===== src/rtl/fp_result_shifter.sv =====
// Serial read-out of a captured binary32 result plus exception flags, MSB first,
// advanced by a debounced-edge step key or an internal auto-tick.
//
// state   | meaning
// --------+-----------------------------------------------------
// ST_IDLE | nothing loaded, outputs quiet
// ST_SHOW | frame loaded, presenting sreg MSB at bit_idx
// ST_DONE | last bit stepped past, waiting for a new capture
module fp_result_shifter #(
    parameter int FLEN     = 32,
    parameter int W_FLAGS  = 5,
    parameter int AUTO_DIV = 25_000_000,
    parameter int W_IDX    = $clog2(FLEN + W_FLAGS)
) (
    input  logic               clk,
    input  logic               rst,
    input  logic               capture,
    input  logic [FLEN-1:0]    in_data,
    input  logic [W_FLAGS-1:0] in_flags,
    input  logic               step,
    input  logic               auto,
    output logic               ser_out,
    output logic               ser_valid,
    output logic [W_IDX-1:0]   bit_idx,
    output logic               busy,
    output logic               done
);

    localparam int N     = FLEN + W_FLAGS;
    localparam int W_CNT = (AUTO_DIV > 2) ? $clog2(AUTO_DIV) : 1;

    localparam logic [W_IDX-1:0] LAST_IDX = W_IDX'(N - 1);
    localparam logic [W_CNT-1:0] CNT_LAST = W_CNT'(AUTO_DIV - 1);

    localparam logic [1:0] ST_IDLE = 2'd0;
    localparam logic [1:0] ST_SHOW = 2'd1;
    localparam logic [1:0] ST_DONE = 2'd2;

    logic [1:0]       state, state_nxt;
    logic [N-1:0]     sreg, sreg_nxt;
    logic [W_IDX-1:0] idx_nxt;
    logic             s1, s2, s3;
    logic             step_evt;
    logic [W_CNT-1:0] tick_cnt;
    logic             tick;
    logic             adv;

    assign step_evt = s2 & ~s3;
    assign tick     = auto && (state == ST_SHOW) && (tick_cnt == CNT_LAST);
    assign adv      = auto ? tick : step_evt;

    always_comb begin
        state_nxt = state;
        sreg_nxt  = sreg;
        idx_nxt   = bit_idx;
        // capture always wins over a coincident advance
        if (capture) begin
            state_nxt = ST_SHOW;
            sreg_nxt  = {in_flags, in_data};
            idx_nxt   = '0;
        end else if (state == ST_SHOW && adv) begin
            if (bit_idx == LAST_IDX) begin
                state_nxt = ST_DONE;
            end else begin
                sreg_nxt = {sreg[N-2:0], 1'b0};
                idx_nxt  = bit_idx + 1'b1;
            end
        end
    end

    always_ff @(posedge clk) begin
        if (rst) begin
            s1 <= 1'b0;
            s2 <= 1'b0;
            s3 <= 1'b0;
        end else begin
            s1 <= step;
            s2 <= s1;
            s3 <= s2;
        end
    end

    always_ff @(posedge clk) begin
        if (rst || !auto || state != ST_SHOW) begin
            tick_cnt <= '0;
        end else if (tick_cnt == CNT_LAST) begin
            tick_cnt <= '0;
        end else begin
            tick_cnt <= tick_cnt + 1'b1;
        end
    end

    // outputs are registered from the next-state values so they line up with state
    always_ff @(posedge clk) begin
        if (rst) begin
            state     <= ST_IDLE;
            sreg      <= '0;
            bit_idx   <= '0;
            ser_out   <= 1'b0;
            ser_valid <= 1'b0;
            busy      <= 1'b0;
            done      <= 1'b0;
        end else begin
            state     <= state_nxt;
            sreg      <= sreg_nxt;
            bit_idx   <= idx_nxt;
            ser_out   <= (state_nxt == ST_SHOW) & sreg_nxt[N-1];
            ser_valid <= (state_nxt == ST_SHOW);
            busy      <= (state_nxt == ST_SHOW);
            done      <= (state_nxt == ST_DONE);
        end
    end

endmodule


===== config.mk =====
export PLATFORM = sky130hd
export DESIGN_NAME = fp_result_shifter
export DESIGN_NICKNAME = d
export VERILOG_FILES = /design/src/rtl/fp_result_shifter.sv
export SDC_FILE = /design/constraint.sdc
export NUM_CORES = 1
export LEC_CHECK = 0
export ABC_AREA = 1
export CAP_MARGIN = 5
export CORE_AREA = 5 5 108 110
export CTS_CLUSTER_DIAMETER = 60
export DETAILED_ROUTE_END_ITERATION = 7
export DIE_AREA = 0 0 113 115
export DONT_BUFFER_PORTS = 1
export SKIP_CTS_REPAIR_TIMING = 1
export SLEW_MARGIN = 25
export SYNTH_ARGS = -nofsm -noshare
export SYNTH_HDL_FRONTEND = slang
export SYNTH_SLANG_ARGS = --single-unit

===== constraint.sdc =====
create_clock -name clk -period 2.1 [get_ports clk]
set_input_delay 0.105 -clock clk [delete_from_list [all_inputs] [get_ports clk]]
set_output_delay 0.105 -clock clk [all_outputs]
set_load 0.005 [all_outputs]

; ---- Word level (Yosys, flattened, before mapping)
; Cells that the tools add are included.
; Widths: inputs -> output; s select.
[totals]
regBits = 76
wordCells = 42
in_bits = 42
[op_classes]
muxes = 7
bitwise = 4
add_sub_neg = 2
reduce_logical = 11
eq_ne = 7
[ops]
columns = op, n
row1 = $mux 37, 3
row2 = $add 25x1->25 const B, 1
row3 = $eq 25x25->1 const B, 1
row4 = $add 6x1->6 const B, 1
row5 = $eq 6x6->1 const B, 1
row6 = $mux 2, 3
row7 = $eq 2x1->1 const B, 2
row8 = $reduce_and 2->1, 2
row9 = $reduce_or 2->1, 2
row10 = $logic_and 1x1->1, 3
row11 = $and 1x1->1, 2
row12 = $eq 2x2->1 const B, 1
row13 = $logic_or 1x1->1, 2
row14 = $ne 2x1->1 const B, 1
row15 = $ne 2x2->1 const B, 1
row16 = $not 1->1, 2
row17 = $reduce_bool 2->1, 1
row18 = $logic_not 1->1, 1
row19 = $mux 1, 1

; ---- Depth between registers and ports, before layout
[depth]
depth_word = 9
ltp_mapped = 14
depth_no_buf = 13

; ---- Least setup slack after synthesis
; No wires, ideal clock.
[synth_timing]
kind = reg-to-reg
start = reg tick_cnt[0]
end = reg sreg[1]
slack_ns = 0.423
setup_time_ns = 0.109
t_arrival_ns = 1.568
t_required_ns = 1.991
path_stages_with_launch = 15
n_path_buf = 2
cell_sequence = dfxtp_1 ha_1 nand2_1 nor2_4 nand2_1 nor2_1 nand2_1 nand2_2 nand3_2 buf_6 buf_6 nand3_1 nand3_1 nand2_1 inv_1
[synth_between]
elab_chain_cells = 6
[synth_lines]
columns = element, line_no
row1 = start: declaration, 44  ; logic [W_CNT-1:0] tick_cnt;
row2 = start signal: assignment, 89  ; tick_cnt <= tick_cnt + 1'b1;
row3 = $eq 25x25->1, 49  ; assign tick = auto && (state == ST_SHOW) && (tick_cnt == CNT_LAST);
row4 = $logic_and 1x1->1, 49
row5 = $mux 1, 50  ; assign adv = auto ? tick : step_evt;
row6 = $logic_and 1x1->1, 61  ; end else if (state == ST_SHOW && adv) begin
row7 = $reduce_bool 2->1 (no line), -
row8 = $reduce_and 2->1 (no line), -
row9 = end signal: assignment, 105  ; sreg <= sreg_nxt;
row10 = end: declaration, 40  ; logic [N-1:0] sreg, sreg_nxt;
; Every way passes these cells.
; A chain may end at the register's enable or synchronous reset.

; ---- Final worst setup path
[layout_timing]
start = reg tick_cnt[0]
end = reg bit_idx[5]
[layout_between]
elab_chain_cells = 5
[layout_lines]
columns = element, line_no
row1 = $eq 25x25->1, 49
row2 = $logic_and 1x1->1, 49
row3 = $mux 1, 50
row4 = $logic_and 1x1->1, 61
row5 = $reduce_and 2->1 (no line), -
row6 = end signal: assignment, 106  ; bit_idx <= idx_nxt;
row7 = end: declaration, 24  ; output logic [W_IDX-1:0] bit_idx,
; Every way passes these cells.

==> metrics.cfg <==
[outcome]
status=complete, but fails checks
violations=negative hold slack

[synthesis]
yosysSeqAreaShare_pct=39.93
synth_cell_types=29
syn_nets=614
ys_seq_elements=76
syn_inst=569
ys_warn_count=0
avgSynthCellArea_um2=6.696
syn_area_um2=3810

[detailed_routing]
ant_nets=0
post_drt_wl_per_cell_um=11.72
vias=3309
vias_per_cell=4.609
drtPass1Iterations=4
drc=0
first_iter_violations=170
wl_mm=8.412

[cells_and_area]
final_cell_mix=154 x nor2_1, 119 x nand2_1, 76 x dfxtp_1, 72 x inv_1, 30 x o21ai_2
area_growth_pct=12.09
multi_input_area_um2=1874
layout_commonest_cell=nor2_1
drive_gt1_share_pct=10.73
n_fill_cell=1135
seq_area_um2=1521
diodes=0
fin_cells=718
fin_nets=618

[timing]
whs_ns=-0.02779
hold_viol_final=14
worstMarginPinSlew_ns=0.4906
setup_violations=0
tns_ns=0
fmax_ghz=0.5310
post-route-period-util_pct=89.67
period_needed_ns=1.883
rsz0062_at_grt=false
slew_viol_final=0
finClkSkew_ns=0.01657
slew_headroom_pct=67.18

[worst_setup_path]
endpoint=bit_idx[5]
r2r_start=tick_cnt[0]
r2r_end=bit_idx[5]
cp.arrival_ns=2.12
r2r_slack_ns=0.22
crit_chain=ha_1, nand2_1, nor2_4, nand2_1, nor2_1, nand2_1, nand2_2, nand3_4, buf_6, nor2_2, nand3_1, nand2_1, nor2_1
critPathMostFrequentCell=nand2_1
cp-end-kind=flip-flop
cp_num_buf_inv=1
crit_start=tick_cnt[0]
cpPeakStageDelay_ns=0.36
reg2regPathDepth=13
crit_required_ns=2.34
path_depth=13
crit_type=reg2reg
start_kind=flip-flop
crit_family=simple AND/OR/NAND/NOR gates
critPathMaxFanout=18
slowest_stage=dfxtp_1

[pwr]
p_sw_share_pct=24.82
clkPwrFrac_pct=42.1
power_frac_comb_pct=8.5
p_switching_w=0.0007605
vdd_drop_max_mv=0.3369
seqPwrFrac_pct=49.4
internal_power_w=0.002304
p_leak_nw=1.618
p_per_area_nw_per_um2=717.6

[clock_network]
clk_latency_ns=0.35
clk_pin_slew_worst_paths_ns=0.09
cts_made_buffers=9
cts_root_buffer=clkbuf_8
cts_tree=yes
htree_levels=3
cts.sinks=76
clockBufferDepth=2

[global_route]
grt.total_usage_pct=13.63
grt_pass1_wl_mm=14.70
grt_pass1_vias=3368
grt_max_degree=45
overflow=0
antenna_found_initial=0

[floorplan]
core_area_um2=10600
num_rows=38
start_util_pct=35.93
fp.dieH_um=115
dieWidth_um=113
ios=52
die_area_um2=13000

[placement]
routabilityCongestion=0.8214
port_buffers=0
placedCellCount=691
dp_hpwl_mm=5.748

[worst_hold_path]
hold_class=in2reg

[job]
maxCapViolCount=0

## flip-flops by register name, indices dropped and copies added, names as in the netlist
name,flops
sreg,37
state,2
s3,1
s1,1
tick_cnt,25
ser_out,1
busy,1
done,1
s2,1
bit_idx,6
## Yosys cell counts
master    count  share of area, %
nor2_1      155                15
nand2_1     119                12
dfxtp_1      76                40
inv_1        72               7.1
o21ai_2      30               6.9
nand3_1      20               2.6
a21oi_1      14               1.8
nor3_1       14               1.8
clkbuf_1     13               1.3
xor2_1       12               2.8
o21ai_0       9               1.2
buf_6         5               1.5
buf_4         4              0.79
buf_2         3              0.39
ha_1          3              0.99
nor3b_1       3              0.59
a31oi_1       2              0.33
nand2_2       2              0.33
nand4_1       2              0.33
xnor2_1       2              0.46
and3_1        1              0.16
inv_2         1             0.098
nand3_2       1              0.26
nand3b_1      1              0.20
nor2_4        1              0.30
nor3b_2       1              0.33
o21a_1        1              0.20
or2_0         1              0.16
or2_2         1              0.16
## routing by layer
metal	up-vias	share of wire, %	track usage, %	wire [um]
met1	1512	43	15.48	3639
li1	1734	-	-	-
met2	51	50	24.49	4196
met5	-	0	0	0
met4	0	1.7	4.167	144
met3	12	5.1	4.316	432
## kinds of logic (layout without fill, tap and decap cells)
kind of cell	Yosys count	after routing	share of synthesized area, %
xor gates and xnor gates	14	14	3.218
DFF	76	76	39.93
and+or+nand+nor	322	322	34.29
buffers and inverters	98	107	11.13
AOI/OAI and AO/OA	56	56	10.44
adders and majority gates	3	3	0.9853
## worst register-to-register path: stages (launching register included)
cell and delay, ns:
dfxtp_1 0.36, ha_1 0.18, nand2_1 0.10, nor2_4 0.15
nand2_1 0.07, nor2_1 0.11, nand2_1 0.07, nand2_2 0.13
nand3_4 0.11, buf_6 0.20, nor2_2 0.14, nand3_1 0.08
nand2_1 0.06, nor2_1 0.04
## through the flow
stage	utilization [%]	hold slack, ns	instance area, um2	power, W	worst slack [ns]
2_1_floorplan	-	0.2120	3810	0.001753	0.4227
3_3_place_gp	36.78	0.1820	3900	0.001766	0.2501
3_5_place_dp	36.78	0.1840	3900	0.001774	0.1282
4_1_cts	38.98	-0.2089	4133	0.003076	0.1031
5_1_grt	40.28	0.001102	4270	0.003219	0.00009126
6_report	40.28	-0.02779	4270	0.003064	0.2169
## power by group through the flow
stage | registers (W) | logic (W) | clock network (W)
after floorplan | 0.00154 | 0.000212 | 0
after global placement | 0.00155 | 0.000219 | 0
after detailed placement | 0.00155 | 0.000225 | 0
after CTS | 0.00151 | 0.000227 | 0.00133
after global routing | 0.00152 | 0.000303 | 0.00139
final | 0.00151 | 0.000261 | 0.00129
## worst min path at each step
stage	cells after the start	endpoint	start	slack [ns]
2_1_floorplan	2	s1	step	0.21
3_5_place_dp	1	sreg[14]	rst	0.18
3_3_place_gp	1	sreg[0]	rst	0.18
5_1_grt	4	sreg[19]	in_data[19]	0.001
6_report	4	sreg[8]	in_data[8]	-0.03
4_1_cts	1	sreg[14]	rst	-0.21
## cell type report
| class | instances | area share [%] |
|---|---|---|
| clock buffer | 10 | 3.223 |
| timing repair buffer | 18 | 4.512 |
| inverter | 73 | 6.417 |
| multi-input combinational | 395 | 43.89 |
| tap | 140 | 4.102 |
| clock inverter | 6 | 2.227 |
| sequential | 76 | 35.63 |
(Power assumes the default switching activity.)
